**config.mk**
```make
export PLATFORM = sky130hd
export DESIGN_NAME = inst_fetch_ctrl
export DESIGN_NICKNAME = d
export VERILOG_FILES = /design/src/rtl/inst_fetch_ctrl.sv
export SDC_FILE = /design/constraint.sdc
export NUM_CORES = 1
export LEC_CHECK = 0
export BUFFER_PORTS_ARGS = -buffer_cell sky130_fd_sc_hd__buf_2
export CAP_MARGIN = 25
export CELL_PAD_IN_SITES_DETAIL_PLACEMENT = 1
export CELL_PAD_IN_SITES_GLOBAL_PLACEMENT = 1
export CORE_MARGIN = 4
export CORE_UTILIZATION = 46
export DETAILED_ROUTE_END_ITERATION = 6
export GPL_TIMING_DRIVEN = 0
export PLACE_DENSITY_LB_ADDON = 0.12
export RECOVER_POWER = 100
export SLEW_MARGIN = 30
export SYNTH_ARGS = -nofsm -noshare
export SYNTH_HDL_FRONTEND = slang
export SYNTH_SLANG_ARGS = --single-unit
```
**constraint.sdc**
```tcl
create_clock -name clk -period 7.5 [get_ports clk]
set_input_delay 0.75 -clock clk [delete_from_list [all_inputs] [get_ports clk]]
set_output_delay 0.75 -clock clk [all_outputs]
set_load 0.01 [all_outputs]
```
**src/rtl/inst_fetch_ctrl.sv**
```systemverilog
// Instruction fetch sequencer: owns the fetch PC, issues one synchronous imem read per cycle
// and buffers returned words with their PC in a small FIFO presented over valid/ready.
module inst_fetch_ctrl #(
    parameter int          ADDR_W    = 5,
    parameter logic [31:0] RESET_PC  = 32'h0,
    parameter int          BUF_DEPTH = 2
) (
    input  logic              clk,
    input  logic              rst,
    input  logic              fetch_en,
    input  logic              redirect,
    input  logic [31:0]       redirect_pc,
    output logic              imem_en,
    output logic [ADDR_W-1:0] imem_addr,
    input  logic [31:0]       imem_rdata,
    output logic              inst_valid,
    input  logic              inst_ready,
    output logic [31:0]       inst,
    output logic [31:0]       inst_pc
);

    localparam int CW  = $clog2(BUF_DEPTH + 1);
    localparam int CW1 = CW + 1;
    localparam int PW  = (BUF_DEPTH > 1) ? $clog2(BUF_DEPTH) : 1;

    localparam logic [CW:0]   DEPTH_W  = CW1'(BUF_DEPTH);
    localparam logic [PW-1:0] LAST_PTR = PW'(BUF_DEPTH - 1);

    typedef enum logic {IDLE, RUN} state_t;

    state_t        state, state_nxt;
    logic [31:0]   fetch_pc;
    logic [31:0]   req_pc;
    logic          inflight;
    logic [CW-1:0] count;
    logic [PW-1:0] head, tail;
    logic [31:0]   fifo_inst [BUF_DEPTH];
    logic [31:0]   fifo_pc   [BUF_DEPTH];
    logic          pop, push;
    logic [CW:0]   credit;

    function automatic logic [PW-1:0] next_ptr(input logic [PW-1:0] p);
        return (p == LAST_PTR) ? '0 : p + 1'b1;
    endfunction

    // NOTE: sequential state uses non-blocking assignments so every register samples pre-edge values.
    always_ff @(posedge clk) begin
        if (rst) state <= IDLE;
        else     state <= state_nxt;
    end

    always_comb begin
        state_nxt = state;
        case (state)
            IDLE:    if (fetch_en)  state_nxt = RUN;
            RUN:     if (!fetch_en) state_nxt = IDLE;
            default: state_nxt = IDLE;
        endcase
    end

    assign inst_valid = (count != '0);

    // A request is only issued when its response is guaranteed a FIFO slot, counting the
    // in-flight word and any head popped this cycle.
    always_comb begin
        pop     = inst_valid & inst_ready & ~redirect;
        push    = inflight & ~redirect;
        credit  = {1'b0, count} + {{CW{1'b0}}, inflight} - {{CW{1'b0}}, pop};
        imem_en = (state == RUN) & fetch_en & ~redirect & ~rst & (credit < DEPTH_W);
    end

    always_ff @(posedge clk) begin
        if (rst) begin
            fetch_pc <= RESET_PC;
            req_pc   <= '0;
            inflight <= 1'b0;
            count    <= '0;
            head     <= '0;
            tail     <= '0;
        end else if (redirect) begin
            fetch_pc <= redirect_pc;
            inflight <= 1'b0;
            count    <= '0;
            head     <= '0;
            tail     <= '0;
        end else begin
            inflight <= imem_en;
            if (imem_en) begin
                req_pc   <= fetch_pc;
                fetch_pc <= fetch_pc + 32'd1;
            end
            if (push) tail <= next_ptr(tail);
            if (pop)  head <= next_ptr(head);
            count <= count + CW'(push) - CW'(pop);
        end
    end

    // NOTE: FIFO storage has no reset; count gates its visibility, so stale entries are never seen.
    always_ff @(posedge clk) begin
        if (push && !rst) begin
            fifo_inst[tail] <= imem_rdata;
            fifo_pc[tail]   <= req_pc;
        end
    end

    assign imem_addr = fetch_pc[ADDR_W-1:0];
    assign inst      = inst_valid ? fifo_inst[head] : 32'h0;
    assign inst_pc   = inst_valid ? fifo_pc[head]   : 32'h0;

endmodule
```
# ---- Word level (Yosys, flattened, before mapping)
# Memory sizes are Yosys's and may differ from the RTL's. A register that Yosys moved wholly into a read port is not among the register bits.
# Index checks and enable logic that the tools add are counted.
dict set report op_classes {
  order_cmp 1
  muxes 13
  n_bitwise 9
  n_addsub 7
  reduce_logical 6
}
# operator n
set ops {}
lappend ops {{32-bit two-way mux} 4}
lappend ops {{32-bit by 1-bit adder with 32-bit output (second input constant)} 1}
lappend ops {{1-bit two-way mux} 9}
lappend ops {{1-bit AND} 7}
lappend ops {{2-bit nonzero test} 2}
lappend ops {{2-bit by 1-bit adder with 3-bit output} 1}
lappend ops {{3-bit by 2-bit less-than comparator with 1-bit output (second input constant)} 1}
lappend ops {{3-bit by 1-bit subtractor with 3-bit output} 1}
lappend ops {{1-bit adder (second input constant)} 2}
lappend ops {{2-bit by 1-bit adder with 2-bit output} 1}
lappend ops {{1-bit NOT} 2}
lappend ops {{2-bit AND reduction} 1}
lappend ops {{2-bit OR reduction} 1}
lappend ops {{2-bit by 1-bit subtractor with 2-bit output} 1}
lappend ops {{1-bit logical AND} 1}
lappend ops {{1-bit zero test} 1}
dict set report totals {
  mem_bits_rw 128
  regBits 70
  output_inout_bits 71
  input_bits 69
  mem_count 2
  word_cells 45
}
# name depth word_bits rd rd_clocked_by_memory_dff wr line_no
set memory_table {}
lappend memory_table {fifo_inst 2 32 1 1 1 37} ;# logic [31:0] fifo_inst [BUF_DEPTH];
lappend memory_table {fifo_pc 2 32 1 1 1 38} ;# logic [31:0] fifo_pc [BUF_DEPTH];

# ---- Logic depth before layout (Yosys ltp)
# Gate-level depths: netlist of run 1.
dict set report logic_depth {
  depth_word 8
  mapped_depth 12
  mapped_depth_nobuf 10
}

# ---- Least setup slack after synthesis of run 1
# No wires, ideal clock.
dict set report synth_path {
  path_type {input to register}
  from {in redirect}
  to {mem fifo_inst[0][0] (enable)}
  stages 4
  setup_ps 486
  arrival_time_ps 3838
  n_path_buf 1
  slack_ps 3175
  required_ps 7014
  cell_sequence {buf_6 nor2_1 nand2_1 nor2_1}
}
dict set report synth_between {
  elab_chain_len 5
}
# item line_no
set synth_rtl {}
lappend synth_rtl {{start: declaration} 11} ;# input logic redirect,
lappend synth_rtl {{1-bit NOT} 67} ;# push = inflight & ~redirect;
lappend synth_rtl {{1-bit AND} 67}
lappend synth_rtl {{1-bit logical AND} 100} ;# if (push && !rst) begin
lappend synth_rtl {{1-bit two-way mux} 100}
lappend synth_rtl {{1-bit two-way mux (implied by the code)} 101} ;# fifo_inst[tail] <= imem_rdata;
lappend synth_rtl {{end: declaration} 37}
# Every way passes these cells.

# ---- Worst setup path after layout of run 1
dict set report layout_path {
  from {in redirect}
  to {out imem_en}
}
dict set report layout_between {
  elab_chain_len 5
  word_cells_on_any_way 7
  cone_classes {add/sub: 1; order compare: 1; bitwise: 5}
}
# item line_no
set layout_rtl {}
lappend layout_rtl {{1-bit NOT *} {66, 69}}
lappend layout_rtl {{1-bit AND} 66} ;# pop = inst_valid & inst_ready & ~redirect;
lappend layout_rtl {{3-bit by 1-bit subtractor with 3-bit output} 68} ;# credit = {1'b0, count} + {{CW{1'b0}}, inflight} - {{CW{1'b0}}, pop};
lappend layout_rtl {{3-bit by 2-bit less-than comparator with 1-bit output} 69} ;# imem_en = (state == RUN) & fetch_en & ~redirect & ~rst & (credit < DEPTH_W);
lappend layout_rtl {{1-bit AND *} 69}
lappend layout_rtl {{end: declaration} 13} ;# output logic imem_en,
# Every way passes the cells marked *; elsewhere a longest branch is shown, timed or not.

==> results of run 1 <==
==> flip-flops by register name (all words and copies together), names as in the netlist, named ones only <==
name       cells
fifo_inst     64
fifo_pc       64
fetch_pc      32
req_pc        32
count          2
head           1
inflight       1
state          1
tail           1
==> power groups by stage <==
stage	logic (mW)	registers, mW	clock network, mW
after floorplan	0.0414	1.21	0
after global placement	0.0776	1.21	0
after detailed placement	0.0815	1.21	0
after CTS	0.0821	1.19	0.943
after global routing	0.0874	1.19	0.996
final	0.0792	1.19	0.924
==> metal layers <==
metal	share of wire (%)	vias up
met2	50	140
met5	0	-
met1	44	2820
li1	-	2814
met3	5.2	20
met4	1.6	0
==> layout make-up <==
type	count	area [sq um]	area share [%]
flip-flops and latches	199	5270	54.6
multi-input cells	434	2660	27.6
repair buffers	142	606	6.28
clock buffers	18	429	4.45
well taps	225	282	2.92
plain buffers	47	198	2.05
clock inverters	14	171	1.78
inverters	8	30.0	0.311
==> synthesized netlist by cell type, drive strengths merged, types with 3 or more instances <==
library cell	n	area share (%)
xor2	6	0.64
o311ai	3	0.32
nand2b	3	0.23
a211oi	4	0.37
inv	8	0.37
o31a	4	0.43
nor2	83	3.8
a21oi	44	2.7
dfxtp	71	17
mux2i	67	8.2
nand4	12	1.3
nor3	8	0.49
nand3	21	1.6
nor4	7	1.3
edfxtp	128	47
clkbuf	27	1.2
o211ai	9	0.83
o21ai	6	0.37
a31oi	9	0.69
and3	4	0.31
or3	5	0.38
buf	20	1.3
xnor2	6	0.64
and2	3	0.23
nand2	99	4.5
or4	5	0.46
a22oi	3	0.28
==> logic make-up after synthesis <==
family / share of synthesized area, %
and+or+nand+nor: 15.4
buffers and inverters: 2.95
AOI/OAI and AO/OA: 7.01
DFF: 64.4
adders and majority gates: 0.551
muxes: 8.47
xor gates and xnor gates: 1.28
==> through the flow <==
step	instances	total power [mW]	util [%]	hold slack, ns
global route	1087	2.27	55.6	0.471
detailed placement	1055	1.29	53.4	0.441
global placement	1051	1.29	52.7	0.434
floorplan	688	1.25	-	0.425
finish	1087	2.19	55.6	0.460
CTS	1087	2.21	56.9	0.458
==> worst max-delay path by stage <==
stage / start / end / depth (start not counted)
2_1_floorplan: redirect / fifo_inst[0][0]$_DFFE_PP_ / 4
3_3_place_gp: rst / fifo_pc[0][9]$_DFFE_PP_ / 4
3_5_place_dp: redirect / imem_en / 10
4_1_cts: count[1]$_SDFF_PP0_ / imem_en / 9
5_1_grt: redirect / imem_en / 10
6_report: redirect / imem_en / 10
==> impl_metrics.json, run 1 <==
{
  "status": "finished, violations left",
  "violations": "max-capacitance violations, max-slew violations",
  "layout_commonest_cell": "edfxtp_1",
  "cts_root_buf": "clkbuf_16",
  "yosys_register_bits": 199,
  "seq_area_frac_synth_pct": 64.4,
  "die-area_sq_um": 20000,
  "crit_chain": "clkbuf_1 > nor4bb_1 > o21ai_0 > fa_1 > and4bb_1 > nand3_1 > inv_1 > clkbuf_1 > clkbuf_1 > clkbuf_1",
  "clockPowerShare_pct": 42.1,
  "fin_skew_ns": 0.00833,
  "grt_busiest_layer": "met2",
  "hp-class": "register to register",
  "finalSetupViolCount": 0,
  "die_w_microns": 141,
  "crit_type": "input port to primary output",
  "grt_use_met2_pct": 35.3,
  "area_growth_pct": 17.9,
  "start_kind": "input port",
  "path_max_fanout": 10,
  "holdPathStages": 0,
  "fin_ws_ns": 2.63,
  "drc_errors": 0,
  "synthArstFlopShare_pct": 0,
  "nets": 921,
  "comb_power_share_pct": 3.6,
  "seqPwrFrac_pct": 54.2,
  "final_hold_viol_count": 0,
  "coreArea_sq_um": 17400,
  "via_count": 5794,
  "postCtsSetupBuffers": 0,
  "grt_use_met3_pct": 4.82,
  "cts_num_sinks": 199,
  "grt_use_total_pct": 20.9,
  "syn-cell-area_sq_um": 8180,
  "via_per_inst": 5.33,
  "routedWlPerCell_microns": 19.0,
  "r2r_end": "req_pc[0]$_SDFFE_PP0P_",
  "synth_enable_flop_cells": 128,
  "intPower_mw": 1.73,
  "p_sw_mw": 0.461,
  "first_global_vias": 6251,
  "whs_endpoint": "fifo_pc[1][20]$_DFFE_PP_",
  "pre_cts_ws_ns": 2.86,
  "ir_drop_v": 0.000182,
  "drt-initial-drc-count": 285,
  "first_pass_iters": 4,
  "cts_buffers": 17,
  "cts_buffer_depth": 2,
  "yosysWarnings": 0,
  "tightest_slew_ns": 2.76,
  "synthCells": 688,
  "syn_nets": 760,
  "setup_tns_ns": 0,
  "fp.dieH_microns": 141,
  "maxSlewHeadroom_pct": -84.0,
  "ys.flop_type": "edfxtp_1",
  "fillers": 1891,
  "syn_avg_cell_area_sq_um": 11.9,
  "clk_latency_ns": 0.43,
  "switching_share_pct": 21.0,
  "p_per_area_nw_per_um2": 227,
  "max_stage_delay_ns": 0.55,
  "grt_setup_unrepaired": "false",
  "leakagePower_nw": 3.14,
  "antenna_found_initial": 0,
  "layout_common_cells": "edfxtp_1, clkbuf_1, nand2_1, nor2_1, dfxtp_1",
  "post-route-period-util_pct": 64.9,
  "arrival_ns": 4.12,
  "grt_max_degree": 49,
  "ios": 140,
  "yosysUniqueCellTypes": 52,
  "placementRows": 48,
  "worst-path-buf-inv": 5,
  "totalWireLength_microns": 20600,
  "ant_nets": 0,
  "initial_utilization_pct": 47.1,
  "holdCritStartpoint": "req_pc[20]$_SDFFE_PP0P_",
  "cap_violations": 1,
  "gp_congestion": 0.894,
  "hpwl_microns": 14900,
  "post_dp_cell_area_sq_um": 9270,
  "clk_pin_slew_ns": 0.07,
  "critPathRequiredTime_ns": 6.75,
  "hold_buffers": 0,
  "max_freq_mhz": 205,
  "cts_tree": "yes",
  "cp_slowest_cell": "nor4bb_1",
  "port_buffers": 138,
  "crit_top_cell": "clkbuf_1",
  "grt_pass1_wl_microns": 32800,
  "drv_slew": 49,
  "end_kind": "primary output",
  "r2r-start": "count[1]$_SDFF_PP0_",
  "num_antenna_cells": 0,
  "cp_top_family": "buffers and inverters",
  "design_area_sq_um": 9640,
  "drive_above_1_share_pct": 12.1,
  "fin_crit_ns": 4.87,
  "htree_levels": 4,
  "rrSetupSlack_ns": 3.60,
  "cts_resized": 0,
  "gr-total-overflow": 0,
  "use_met1_pct": 26.9,
  "r2r_cells": 10
}
Power figures use the tool's default switching activity.
==> inputs of run 2 (changes only) <==
CORE_UTILIZATION = 44   (was 46)
clock period = 5.1 ns   (was 7.5 ns; I/O delays follow)
==> run 2 against run 1 <==
The run still ends with max-capacitance violations, max-slew violations left. Hold slack got worse by 0.19 ns. Register-to-register slack lost 2.5 ns. Count of clock-buffer cells in the layout up 4. First-iteration DRC count is 12% lower. Total power increased by 43%. Final cell count rose by 0.37%. Highest routed layer unchanged.
==> impl_metrics.json, run 2 (synthesis gave the netlist of run 1 again) <==
{
  "end_kind": "primary output",
  "drc_errors": 0,
  "cts_num_sinks": 199,
  "ir_drop_v": 0.000230,
  "clk_latency_ns": 0.43,
  "grt_pass1_wl_microns": 32700,
  "fin_crit_ns": 4.45,
  "port_buffers": 138,
  "pre_cts_ws_ns": 0.990,
  "cp_slowest_cell": "nor4bb_1",
  "fin_util_pct": 52.9,
  "htree_levels": 4,
  "clk_pin_slew_ns": 0.07,
  "final_hold_viol_count": 0,
  "antenna_found_initial": 0,
  "die_w_microns": 144,
  "ant_nets": 0,
  "max_stage_delay_ns": 0.52,
  "grt_setup_unrepaired": "false",
  "ios": 140,
  "via_per_inst": 5.38,
  "cts_root_buf": "clkbuf_16",
  "p_sw_mw": 0.679,
  "placementRows": 49,
  "cts_resized": 0,
  "totalWireLength_microns": 21000,
  "cp_top_family": "buffers and inverters",
  "crit_chain": "nor4bb_1 > o21ai_0 > fa_1 > and4bb_1 > nand3_1 > inv_1 > clkbuf_1 > clkbuf_1 > clkbuf_1",
  "first_pass_iters": 5,
  "comb_power_share_pct": 3.8,
  "crit_top_cell": "clkbuf_1",
  "clockPowerShare_pct": 40.5,
  "fillers": 2003,
  "grt_use_total_pct": 20.3,
  "initial_utilization_pct": 45.1,
  "hp-class": "input port to register",
  "num_antenna_cells": 0,
  "cap_violations": 1,
  "start_kind": "register",
  "fin_skew_ns": 0.00764,
  "max_freq_mhz": 225,
  "largestRegisters": "fifo_inst x64, fifo_pc x64",
  "via_count": 5865,
  "critPathRequiredTime_ns": 4.59,
  "finalSetupViolCount": 0,
  "path_max_fanout": 10,
  "cts_tree": "yes",
  "layout_common_cells": "edfxtp_1, clkbuf_1, nand2_1, nor2_1, dfxtp_1",
  "hold_buffers": 0,
  "layout_commonest_cell": "edfxtp_1",
  "drt-initial-drc-count": 250,
  "coreArea_sq_um": 18100,
  "fin_ws_ns": 0.647,
  "postCtsSetupBuffers": 0,
  "maxSlewHeadroom_pct": -59.1,
  "switching_share_pct": 21.6,
  "tightest_slew_ns": 2.39,
  "setup_tns_ns": 0,
  "hpwl_microns": 15200,
  "p_per_area_nw_per_um2": 327,
  "violations": "max-capacitance violations, max-slew violations",
  "first_global_vias": 6256,
  "intPower_mw": 2.46,
  "drive_above_1_share_pct": 12.2,
  "gp_congestion": 0.879,
  "seqPwrFrac_pct": 55.7,
  "crit_type": "register to primary output",
  "routedWlPerCell_microns": 19.3,
  "area_growth_pct": 17.4,
  "fp.dieH_microns": 144,
  "cts_buffer_depth": 2,
  "leakagePower_nw": 3.12,
  "nets": 921,
  "arrival_ns": 3.94,
  "status": "finished, violations left",
  "timing.hold.ws_ns": 0.269,
  "post-route-period-util_pct": 87.3,
  "drv_slew": 43,
  "die-area_sq_um": 20800,
  "total_power_mw": 3.14,
  "worst-path-buf-inv": 4,
  "gr-total-overflow": 0,
  "grt_max_degree": 43,
  "cts_buffers": 17
}
## run 2: cell count changes in the layout (fill, tap and decap cells not counted), moves of 2 or more
cell       change
clkbuf_2       +2
buf_1          +2
clkbuf_1       -2
bufinv_16      -2
## run 2: worst reg2reg max path, cell delays in order (launching register included)
cell and delay (ns):
dfxtp_1 0.46, nand2_1 0.08, nor2_1 0.49, clkbuf_1 1.02
clkbuf_1 0.97, clkbuf_2 0.63
## run 2: final timing paths
kind	start	end	slack, ns	cells after the start
worst max-delay path	count[1]$_SDFF_PP0_	imem_en	0.65	9
worst min-delay path	imem_rdata[8]	fifo_inst[1][8]$_DFFE_PP_	0.27	1
worst max register to register	inflight$_SDFF_PP0_	fifo_inst[0][10]$_DFFE_PP_	1.07	5
worst min register to register	req_pc[25]$_SDFFE_PP0P_	fifo_pc[0][25]$_DFFE_PP_	0.45	0
## run 2: cell type report
type | instances | area (sq um) | area share (%)
multi-input cells | 434 | 2660 | 27.7
inverters | 8 | 30.0 | 0.313
repair buffers | 142 | 608 | 6.33
clock buffers | 22 | 454 | 4.73
plain buffers | 47 | 199 | 2.07
clock inverters | 10 | 96.3 | 1.00
well taps | 229 | 287 | 2.98
flip-flops and latches | 199 | 5270 | 54.8
## run 2: routing by layer
layer  GRT usage, %  routed length, microns
met4           6.53                     328
met2           35.7                   10800
met3           3.70                     975
met5              0                       0
met1           25.5                    8920
## run 2: metrics by stage
stage | cell area (sq um) | std cells
global placement | 9160 | 1055
CTS | 9820 | 1091
finish | 9600 | 1091
detailed placement | 9270 | 1059
floorplan | 8180 | 688
global route | 9600 | 1091
## run 2: power by group through the flow
stage	Sequential (mW)	Combinational, mW	Clock, mW
2_1_floorplan	1.78	0.0609	0
3_3_place_gp	1.78	0.115	0
3_5_place_dp	1.78	0.121	0
4_1_cts	1.75	0.122	1.30
5_1_grt	1.75	0.130	1.38
6_report	1.75	0.118	1.27
==> inputs of run 3 (changes only) <==
BUFFER_PORTS_ARGS = -buffer_cell sky130_fd_sc_hd__buf_4   (was -buffer_cell sky130_fd_sc_hd__buf_2)
==> run 3 against run 2 <==
The run still ends with max-capacitance violations, max-slew violations left. Total power rose by 3.8%. Non-clock buffer count did not move. Global-route usage fell by 0.056 points. Hold slack improved by 0.0084 ns. Count of clock-buffer cells in the layout fell by 3. Via count rose by 0.78%. Sequential share of layout area fell by 1.3 points. Utilization rose by 1.2 points. Highest routed layer unchanged. Register-to-register slack got worse by 0.15 ns. First-iteration DRC count fell by 22%. Wire length barely moved.
==> impl_metrics.json, run 3 (synthesis gave the netlist of run 1 again) <==
{
  "drc_errors": 0,
  "intPower_mw": 2.54,
  "coreArea_sq_um": 18100,
  "die-area_sq_um": 20800,
  "start_kind": "input port",
  "cts_resized": 0,
  "end_kind": "register",
  "cts_root_buf": "clkbuf_16",
  "initial_utilization_pct": 45.1,
  "clk_latency_ns": 0.43,
  "finalSetupViolCount": 0,
  "crit_top_cell": "clkbuf_1",
  "postCtsSetupBuffers": 0,
  "violations": "max-capacitance violations, max-slew violations",
  "status": "finished, violations left",
  "pre_cts_ws_ns": 1.01,
  "crit_type": "input port to register",
  "post-route-period-util_pct": 88.3,
  "layout_commonest_cell": "edfxtp_1",
  "crit_chain": "clkbuf_1 > nor2_1 > nand2_1 > nor2_1 > clkbuf_1 > clkbuf_1 > clkbuf_1",
  "hold_buffers": 0,
  "cap_violations": 1,
  "max_freq_mhz": 222,
  "drv_slew": 48,
  "multi_input_area_sq_um": 2660,
  "maxSlewHeadroom_pct": -81.1,
  "hpwl_microns": 14900,
  "die_w_microns": 144,
  "path_max_fanout": 23,
  "p_sw_mw": 0.720,
  "final_hold_viol_count": 0,
  "fin_crit_ns": 4.50,
  "cp_slowest_cell": "clkbuf_1",
  "hp-class": "input port to register",
  "ios": 140,
  "gr-total-overflow": 0,
  "cp_top_family": "buffers and inverters",
  "worst-path-buf-inv": 4,
  "leakagePower_nw": 3.21,
  "routedWlPerCell_microns": 19.3,
  "drt-initial-drc-count": 194,
  "design_area_sq_um": 9830,
  "grt_max_degree": 48,
  "p_per_area_nw_per_um2": 331,
  "htree_levels": 4,
  "clockPowerShare_pct": 42.3,
  "first_global_vias": 6366,
  "grt_pass1_wl_microns": 32600,
  "ant_nets": 0,
  "cts_tree": "yes",
  "comb_power_share_pct": 4.0,
  "layout_common_cells": "edfxtp_1, clkbuf_1, nand2_1, nor2_1, dfxtp_1",
  "nets": 921,
  "fin_ws_ns": 0.598,
  "arrival_ns": 4.54,
  "num_antenna_cells": 0,
  "grt_setup_unrepaired": "false",
  "drive_above_1_share_pct": 13.3,
  "seqPwrFrac_pct": 53.6,
  "fillers": 1935,
  "port_buffers": 138,
  "cts_num_sinks": 199,
  "antenna_found_initial": 0,
  "fin_util_pct": 54.2,
  "totalWireLength_microns": 21000,
  "max_stage_delay_ns": 1.04,
  "grt_use_total_pct": 20.3,
  "fp.dieH_microns": 144,
  "post_dp_cell_area_sq_um": 9620,
  "clk_pin_slew_ns": 0.07,
  "switching_share_pct": 22.1,
  "first_pass_iters": 5,
  "area_growth_pct": 20.1,
  "via_count": 5911,
  "cts_buffers": 17,
  "critPathRequiredTime_ns": 5.14,
  "placementRows": 49,
  "via_per_inst": 5.42,
  "regArea_sq_um": 5270,
  "tightest_slew_ns": 2.72,
  "gp_congestion": 0.891,
  "cts_buffer_depth": 2,
  "fin_skew_ns": 0.0106,
  "largestRegisters": "fifo_inst x64, fifo_pc x64",
  "ir_drop_v": 0.000236
}
-- run 3: area by class of cell --
| class | instances | area share (%) |
|---|---|---|
| Sequential cell | 199 | 53.6 |
| Multi-Input combinational cell | 434 | 27.1 |
| Timing Repair Buffer | 142 | 7.91 |
| Clock buffer | 19 | 4.51 |
| Tap cell | 229 | 2.92 |
| Buffer | 47 | 2.02 |
| Clock inverter | 13 | 1.68 |
| Inverter | 8 | 0.306 |
-- run 3: worst register-to-register path: stages, from the launching register on --
cell and delay [ns]:
dfxtp_1 0.45, nand2_1 0.08, nor2_1 0.24, clkbuf_1 0.92, clkbuf_1 1.04, clkbuf_1 1.04
-- run 3: per-layer routing --
layer  vias up  wire, microns  GRT usage (%)
li1       2810              -              -
met1      2923           9180           25.7
met2       153          10500           35.2
met3        25            955           3.60
met4         0            343           6.82
met5         -              0              0
-- run 3: final timing paths --
check	from	cells after the start	endpoint	slack [ns]
setup reg to reg	inflight$_SDFF_PP0_	5	fifo_pc[0][6]$_DFFE_PP_	0.92
hold reg to reg	req_pc[11]$_SDFFE_PP0P_	0	fifo_pc[0][11]$_DFFE_PP_	0.46
hold / removal	redirect_pc[29]	3	fetch_pc[29]$_SDFFE_PP0P_	0.28
setup / recovery	redirect	7	fifo_pc[0][6]$_DFFE_PP_	0.60
-- run 3: power groups by stage --
| stage | sequential, mW | clock [mW] | combinational (mW) |
|---|---|---|---|
| after floorplan | 1.78 | 0 | 0.0609 |
| after global placement | 1.78 | 0 | 0.132 |
| after detailed placement | 1.78 | 0 | 0.139 |
| after CTS | 1.75 | 1.41 | 0.139 |
| after global routing | 1.75 | 1.48 | 0.143 |
| final | 1.75 | 1.38 | 0.131 |
-- run 3: through the flow --
stage / hold WS, ns / setup TNS, ns / instances / power, mW
finish: 0.277 / 0 / 1091 / 3.26
global route: 0.261 / 0 / 1091 / 3.37
CTS: 0.245 / 0 / 1091 / 3.29
detailed placement: 0.446 / 0 / 1059 / 1.92
global placement: 0.434 / -44.72 / 1055 / 1.91
floorplan: 0.425 / 0 / 688 / 1.84
